`src/rtl/seg_pkg.sv`:
```
// Shared constants for the seven-segment scan reader: active-low glyph codes,
// segment bit positions and the capture FSM state encoding.
package seg_pkg;

    localparam int unsigned SEG_A  = 0;
    localparam int unsigned SEG_B  = 1;
    localparam int unsigned SEG_C  = 2;
    localparam int unsigned SEG_D  = 3;
    localparam int unsigned SEG_E  = 4;
    localparam int unsigned SEG_F  = 5;
    localparam int unsigned SEG_G  = 6;
    localparam int unsigned SEG_DP = 7;

    // seg[6:0] codes, active-low, dp excluded
    localparam logic [6:0] GLYPH_0     = 7'h40;
    localparam logic [6:0] GLYPH_1     = 7'h79;
    localparam logic [6:0] GLYPH_2     = 7'h24;
    localparam logic [6:0] GLYPH_3     = 7'h30;
    localparam logic [6:0] GLYPH_4     = 7'h19;
    localparam logic [6:0] GLYPH_5     = 7'h12;
    localparam logic [6:0] GLYPH_6     = 7'h02;
    localparam logic [6:0] GLYPH_7     = 7'h78;
    localparam logic [6:0] GLYPH_8     = 7'h00;
    localparam logic [6:0] GLYPH_9     = 7'h10;
    localparam logic [6:0] GLYPH_A     = 7'h08;
    localparam logic [6:0] GLYPH_B     = 7'h03;
    localparam logic [6:0] GLYPH_C     = 7'h46;
    localparam logic [6:0] GLYPH_D     = 7'h21;
    localparam logic [6:0] GLYPH_E     = 7'h06;
    localparam logic [6:0] GLYPH_F     = 7'h0E;
    localparam logic [6:0] GLYPH_BLANK = 7'h7F;

    typedef enum logic [1:0] {
        StWait,
        StSettle,
        StCaptured
    } seg_state_e;

endpackage

```
`src/rtl/seg_glyph_decode.sv`:
```
// Combinational glyph-to-nibble decoder. Hex letters A-F are legal only when
// SEG_DECODE_HEX_EN is defined; otherwise they decode as bad.
module seg_glyph_decode
    import seg_pkg::*;
(
    input  logic [6:0] i_seg,
    output logic [3:0] o_value,
    output logic       o_blank,
    output logic       o_bad
);

    always_comb begin
        o_value = 4'h0;
        o_blank = 1'b0;
        o_bad   = 1'b0;
        case (i_seg)
            GLYPH_0:     o_value = 4'h0;
            GLYPH_1:     o_value = 4'h1;
            GLYPH_2:     o_value = 4'h2;
            GLYPH_3:     o_value = 4'h3;
            GLYPH_4:     o_value = 4'h4;
            GLYPH_5:     o_value = 4'h5;
            GLYPH_6:     o_value = 4'h6;
            GLYPH_7:     o_value = 4'h7;
            GLYPH_8:     o_value = 4'h8;
            GLYPH_9:     o_value = 4'h9;
`ifdef SEG_DECODE_HEX_EN
            GLYPH_A:     o_value = 4'hA;
            GLYPH_B:     o_value = 4'hB;
            GLYPH_C:     o_value = 4'hC;
            GLYPH_D:     o_value = 4'hD;
            GLYPH_E:     o_value = 4'hE;
            GLYPH_F:     o_value = 4'hF;
`endif
            GLYPH_BLANK: o_blank = 1'b1;
            default:     o_bad   = 1'b1;
        endcase
    end

endmodule

```
`src/rtl/seven_seg_scan_reader.sv`:
```
// Receive side of a multiplexed 4-digit seven-segment display: synchronizes an/seg,
// captures each settled digit and emits complete frames. Option macro: SEG_DECODE_HEX_EN.
module seven_seg_scan_reader
    import seg_pkg::*;
#(
    parameter int unsigned SETTLE_CYCLES  = 4,
    parameter int unsigned TIMEOUT_CYCLES = 65536,
    parameter int unsigned CNT_W          = 17
) (
    input  logic        i_clk,
    input  logic        i_rst,
    input  logic [3:0]  i_an,
    input  logic [7:0]  i_seg,
    output logic [15:0] o_digits,
    output logic [3:0]  o_dp_out,
    output logic [3:0]  o_blank,
    output logic [3:0]  o_bad,
    output logic        o_frame_valid,
    output logic        o_multi_err,
    output logic        o_scan_stall
);

    localparam logic [CNT_W-1:0] SETTLE_LAST = CNT_W'(SETTLE_CYCLES - 1);
    localparam logic [CNT_W-1:0] TMO_MAX     = CNT_W'(TIMEOUT_CYCLES);
    localparam logic [CNT_W-1:0] CNT_ONE     = CNT_W'(1);
    localparam logic [CNT_W-1:0] CNT_SAT     = '1;

    logic [3:0]       r_an_s1, r_an_s2, r_an_prev;
    logic [7:0]       r_seg_s1, r_seg_s2, r_seg_prev;
    logic [CNT_W-1:0] r_stab, r_tmo;
    seg_state_e       r_state, w_state_next;
    logic             w_single, w_multi, w_changed, w_capture;
    logic [1:0]       w_idx;
    logic [3:0]       w_dec_val;
    logic             w_dec_blank, w_dec_bad;
    logic [15:0]      r_slot_val, r_digits;
    logic [3:0]       r_slot_dp, r_slot_blank, r_slot_bad;
    logic [3:0]       r_dp, r_blank, r_bad;
    logic [3:0]       r_seen, w_seen_next;
    logic             r_frame_valid, r_multi_err;

    seg_glyph_decode u_decode (
        .i_seg   (r_seg_s2[SEG_G:SEG_A]),
        .o_value (w_dec_val),
        .o_blank (w_dec_blank),
        .o_bad   (w_dec_bad)
    );

    always_comb begin
        w_single = 1'b1;
        w_idx    = 2'd0;
        case (r_an_s2)
            4'b1110: w_idx = 2'd0;
            4'b1101: w_idx = 2'd1;
            4'b1011: w_idx = 2'd2;
            4'b0111: w_idx = 2'd3;
            default: w_single = 1'b0;
        endcase
    end

    assign w_multi   = !w_single && (r_an_s2 != 4'hF);
    assign w_changed = {r_an_s2, r_seg_s2} != {r_an_prev, r_seg_prev};

    // Synchronizer and history flops reset to the idle pattern so a freshly
    // released reset never looks like several anodes driven low.
    always_ff @(posedge i_clk) begin
        if (!i_rst) begin
            r_an_s1    <= 4'hF;
            r_an_s2    <= 4'hF;
            r_an_prev  <= 4'hF;
            r_seg_s1   <= 8'hFF;
            r_seg_s2   <= 8'hFF;
            r_seg_prev <= 8'hFF;
            r_stab     <= '0;
        end else begin
            r_an_s1    <= i_an;
            r_an_s2    <= r_an_s1;
            r_an_prev  <= r_an_s2;
            r_seg_s1   <= i_seg;
            r_seg_s2   <= r_seg_s1;
            r_seg_prev <= r_seg_s2;
            if (w_changed) begin
                r_stab <= '0;
            end else if (r_stab != CNT_SAT) begin
                r_stab <= r_stab + CNT_ONE;
            end
        end
    end

    always_ff @(posedge i_clk) begin
        if (!i_rst) begin
            r_state <= StWait;
        end else begin
            r_state <= w_state_next;
        end
    end

    always_comb begin
        w_state_next = r_state;
        case (r_state)
            StWait: begin
                if (w_single) w_state_next = StSettle;
            end
            StSettle: begin
                if (!w_single)      w_state_next = StWait;
                else if (w_capture) w_state_next = StCaptured;
            end
            StCaptured: begin
                if (!w_single)      w_state_next = StWait;
                else if (w_changed) w_state_next = StSettle;
            end
            default: w_state_next = StWait;
        endcase
    end

    always_comb begin
        w_capture = (r_state == StSettle) && w_single && !w_changed && (r_stab == SETTLE_LAST);
    end

    // A full mask retires the frame; a capture on that same edge starts the next one.
    always_comb begin
        w_seen_next = (r_seen == 4'hF) ? 4'h0 : r_seen;
        if (w_capture) w_seen_next[w_idx] = 1'b1;
    end

    always_ff @(posedge i_clk) begin
        if (!i_rst) begin
            r_slot_val    <= '0;
            r_slot_dp     <= '0;
            r_slot_blank  <= '0;
            r_slot_bad    <= '0;
            r_seen        <= '0;
            r_digits      <= '0;
            r_dp          <= '0;
            r_blank       <= '0;
            r_bad         <= '0;
            r_frame_valid <= 1'b0;
            r_multi_err   <= 1'b0;
            r_tmo         <= '0;
        end else begin
            if (w_capture) begin
                r_slot_val[{w_idx, 2'b00} +: 4] <= w_dec_val;
                r_slot_dp[w_idx]                <= ~r_seg_s2[SEG_DP];
                r_slot_blank[w_idx]             <= w_dec_blank;
                r_slot_bad[w_idx]               <= w_dec_bad;
            end
            r_frame_valid <= (r_seen == 4'hF);
            if (r_seen == 4'hF) begin
                r_digits <= r_slot_val;
                r_dp     <= r_slot_dp;
                r_blank  <= r_slot_blank;
                r_bad    <= r_slot_bad;
            end
            r_seen <= w_seen_next;
            if (w_multi) r_multi_err <= 1'b1;
            if (w_capture) begin
                r_tmo <= '0;
            end else if (r_tmo != TMO_MAX) begin
                r_tmo <= r_tmo + CNT_ONE;
            end
        end
    end

    assign o_digits      = r_digits;
    assign o_dp_out      = r_dp;
    assign o_blank       = r_blank;
    assign o_bad         = r_bad;
    assign o_frame_valid = r_frame_valid;
    assign o_multi_err   = r_multi_err;
    assign o_scan_stall  = (r_tmo == TMO_MAX);

endmodule

```
`config.mk`:
```
export PLATFORM = sky130hd
export DESIGN_NAME = seven_seg_scan_reader
export DESIGN_NICKNAME = d
export VERILOG_FILES = /design/src/rtl/seg_pkg.sv /design/src/rtl/seg_glyph_decode.sv /design/src/rtl/seven_seg_scan_reader.sv
export SDC_FILE = /design/constraint.sdc
export NUM_CORES = 1
export LEC_CHECK = 0
export CAP_MARGIN = 15
export CORE_MARGIN = 2
export CORE_UTILIZATION = 35
export CTS_CLUSTER_SIZE = 24
export DETAILED_ROUTE_END_ITERATION = 8
export GPL_TIMING_DRIVEN = 0
export SETUP_SLACK_MARGIN = 0.05
export SYNTH_ARGS = -nofsm -noshare
export SYNTH_HDL_FRONTEND = slang
export SYNTH_SLANG_ARGS = --single-unit
```
`constraint.sdc`:
```
create_clock -name i_clk -period 3.2 [get_ports i_clk]
set_clock_uncertainty 0.15 [all_clocks]
set_input_delay 0.32 -clock i_clk [delete_from_list [all_inputs] [get_ports i_clk]]
set_output_delay 0.32 -clock i_clk [all_outputs]
set_load 0.005 [all_outputs]
```
==> results of run 1 <==
-- synthesized netlist by cell type (all sizes together) (8+ instances only) --
library cell,number
nor2,39
xnor2,13
o21ai,20
nand2,96
a21oi,40
buf,8
nand4,15
nor4,10
o211ai,8
xor2,29
ha,11
inv,13
nor3,11
clkbuf,23
nand2b,35
mux2i,18
dfxtp,134
nand3,21
-- sequential cells by signal, indices dropped and copies added (netlist names), 8 cells and up --
signal,flops
r_slot_val,16
r_seg_s1,8
r_seg_prev,8
o_digits,16
r_seg_s2,8
r_stab,17
r_tmo,17
-- critical path: stages, from the launching register on --
cell and delay [ns]:
dfxtp_1 0.39, ha_1 0.23, or4b_4 0.51, nor4_2 0.66, o2111ai_1 0.38, o211ai_1 0.24, o21ai_0 0.12
-- kinds of logic (layout without fill, tap and decap cells) --
group	count (synthesis)	in the layout	share of synthesized area (%)
compound gates	85	85	9.36
xor+xnor	42	42	6.68
fa+ha+maj	12	12	2.68
buf+inv	45	121	3.30
flops	134	134	48.7
mux	18	18	3.27
simple gates	271	271	26.0
-- area by class of cell --
| cell class | count | share of cell area, % |
|---|---|---|
| plain buffers | 31 | 1.86 |
| clock buffers | 19 | 6.55 |
| clock inverters | 13 | 3.62 |
| inverters | 14 | 0.760 |
| multi-input cells | 428 | 38.2 |
| flip-flops and latches | 134 | 38.8 |
| well taps | 211 | 3.82 |
| repair buffers | 44 | 6.37 |
-- final timing paths --
path / endpoint / slack [ns] / depth (start not counted)
max: r_slot_val[15] / 0.39 / 6
min: r_an_s2[0] / 0.25 / 1
max reg2reg: r_slot_val[15] / 0.39 / 6
min reg2reg: r_an_s2[0] / 0.25 / 1
-- through the flow --
stage	hold WS (ns)	std cells	power (mW)
detailed placement	0.241	862	1.92
finish	0.250	894	4.17
floorplan	0.236	607	1.86
global placement	0.239	862	1.91
global route	0.266	894	4.31
CTS	0.252	894	4.21
-- report_power, final --
group          total, mW  internal [mW]  switching [mW]  leakage [nW]
registers           1.70           1.69          0.0108          1.09
logic              0.179         0.0658           0.113         0.952
clock network       2.29           1.58           0.715         0.343
-- routing by layer --
layer,vias to the layer above,track usage (%),share of wire [%]
met4,0,6.01,1.1
met3,10,4.79,4.1
li1,2215,-,-
met2,73,22.1,45
met5,-,0,0
met1,1983,18.9,50
==> run metrics, run 1 <==
Clock Sinks=134; Post-Syn Instances=607; Avg WL per Cell=12.5 um; Final Cycle Share=87.9%; CTS Hold Bufs=0; Hold Fails Final Rpt=0; clock slew at reported path FFs=0.06 ns; antenna violations before repair=0; hpwl dp=7.98 mm; worst-skew pair later-pin latency=0.42 ns; Util after Layout=45.3%; first-pass GRT wire length=19.2 mm; Setup-failing EPs final=0; outcome=completed; hold_sp=r_an_s1[0]; routability cong.=0.927; EDFF count, synth=0; count of pins over their slew limit=0; sequential share of the synthesized area=48.7%; CP required=3.34 ns; area of the multi-input gates=2640 um2; number of fillers in the final layout=1492; WL final=11.2 mm; CTS Buf Count=17; power per cell area=604 nW/um2; Synth area leaders=dfxtp_1, nand2_1, xor2_1, nand2b_1, a21oi_1; r2r startpoint=r_stab[0]; gr usage total=14.5%; starting density of the core=36.1%; # H-tree levels=4; Netlist cell types=53; crit end category=flip-flop; Die Area=16700 um2; Final ANT Viol Nets=0; share of cells above drive strength 1=7.76%; die height=129 um; maximum VDD drop=0.000425 V; setup TNS=0 ns; I/O Pins=45; register area=2680 um2; Critical Path Start Type=flip-flop; Pleak=2.38 nW; initial DRC count=261; Yosys top cell area share=48.7%; Hold Path Class=reg2reg; Post-synth top flop=dfxtp_1; post-CTS sizing=0; worst-margin pin slew=0.749 ns; GR Overflow Total=0; largest net degree at the start of global routing=17; highest-count cells in the layout ignoring fill and taps=dfxtp_1, nand2_1, clkdlybuf4s50_1; vias in the first global route=4058; Async S/R FF share, synth=0%; Synth Register Bits=134; WP data arrival=2.96 ns; Post-DP Area=6210 um2; Root Buffer=clkbuf_16; Layout Nets=695; Core ar.=15300 um2; maximum clock frequency=355 MHz; design area=6910 um2; Chip Width=129 um; clk buf depth=2; CP Launch Point=r_stab[0]; n_diodes=0; Synthesized Nets=632; most common library cell in the layout ignoring fill and taps=dfxtp_1; Port-buffer cells=44; max_slew headroom=49.6%; CP max FO=7; Syn. warnings=0; residual DRC count=0; Tmin final=2.81 ns; Mapped Avg Cell Area=9.07 um2; TritonCTS clock tree=yes; Worst Path Class, Setup=reg2reg; Pre-Repair DR Iteration Count=4; Area Growth Syn to Fin=25.6%; Via density=4.79; Core Rows=45; maxcap violations=0; setup ws final=0.386 ns; setup bufs post-CTS=0; DR vias=4281; unrepaired setup endpoints after global routing=false; worst slack at placement=0.442 ns; Syn Std Cell Area=5510 um2; area leader, netlist=dfxtp_1
(Power assumes the default switching activity.)
==> inputs of run 2 (changes only) <==
SLEW_MARGIN = 20   (was not set)
==> results of run 2 <==
Final layout, timing and power as in run 1 (identical DEF).
==> inputs of run 3 (changes only) <==
HOLD_SLACK_MARGIN = 0.12   (was not set)
==> results of run 3 <==
Final layout, timing and power as in run 1 (identical DEF).
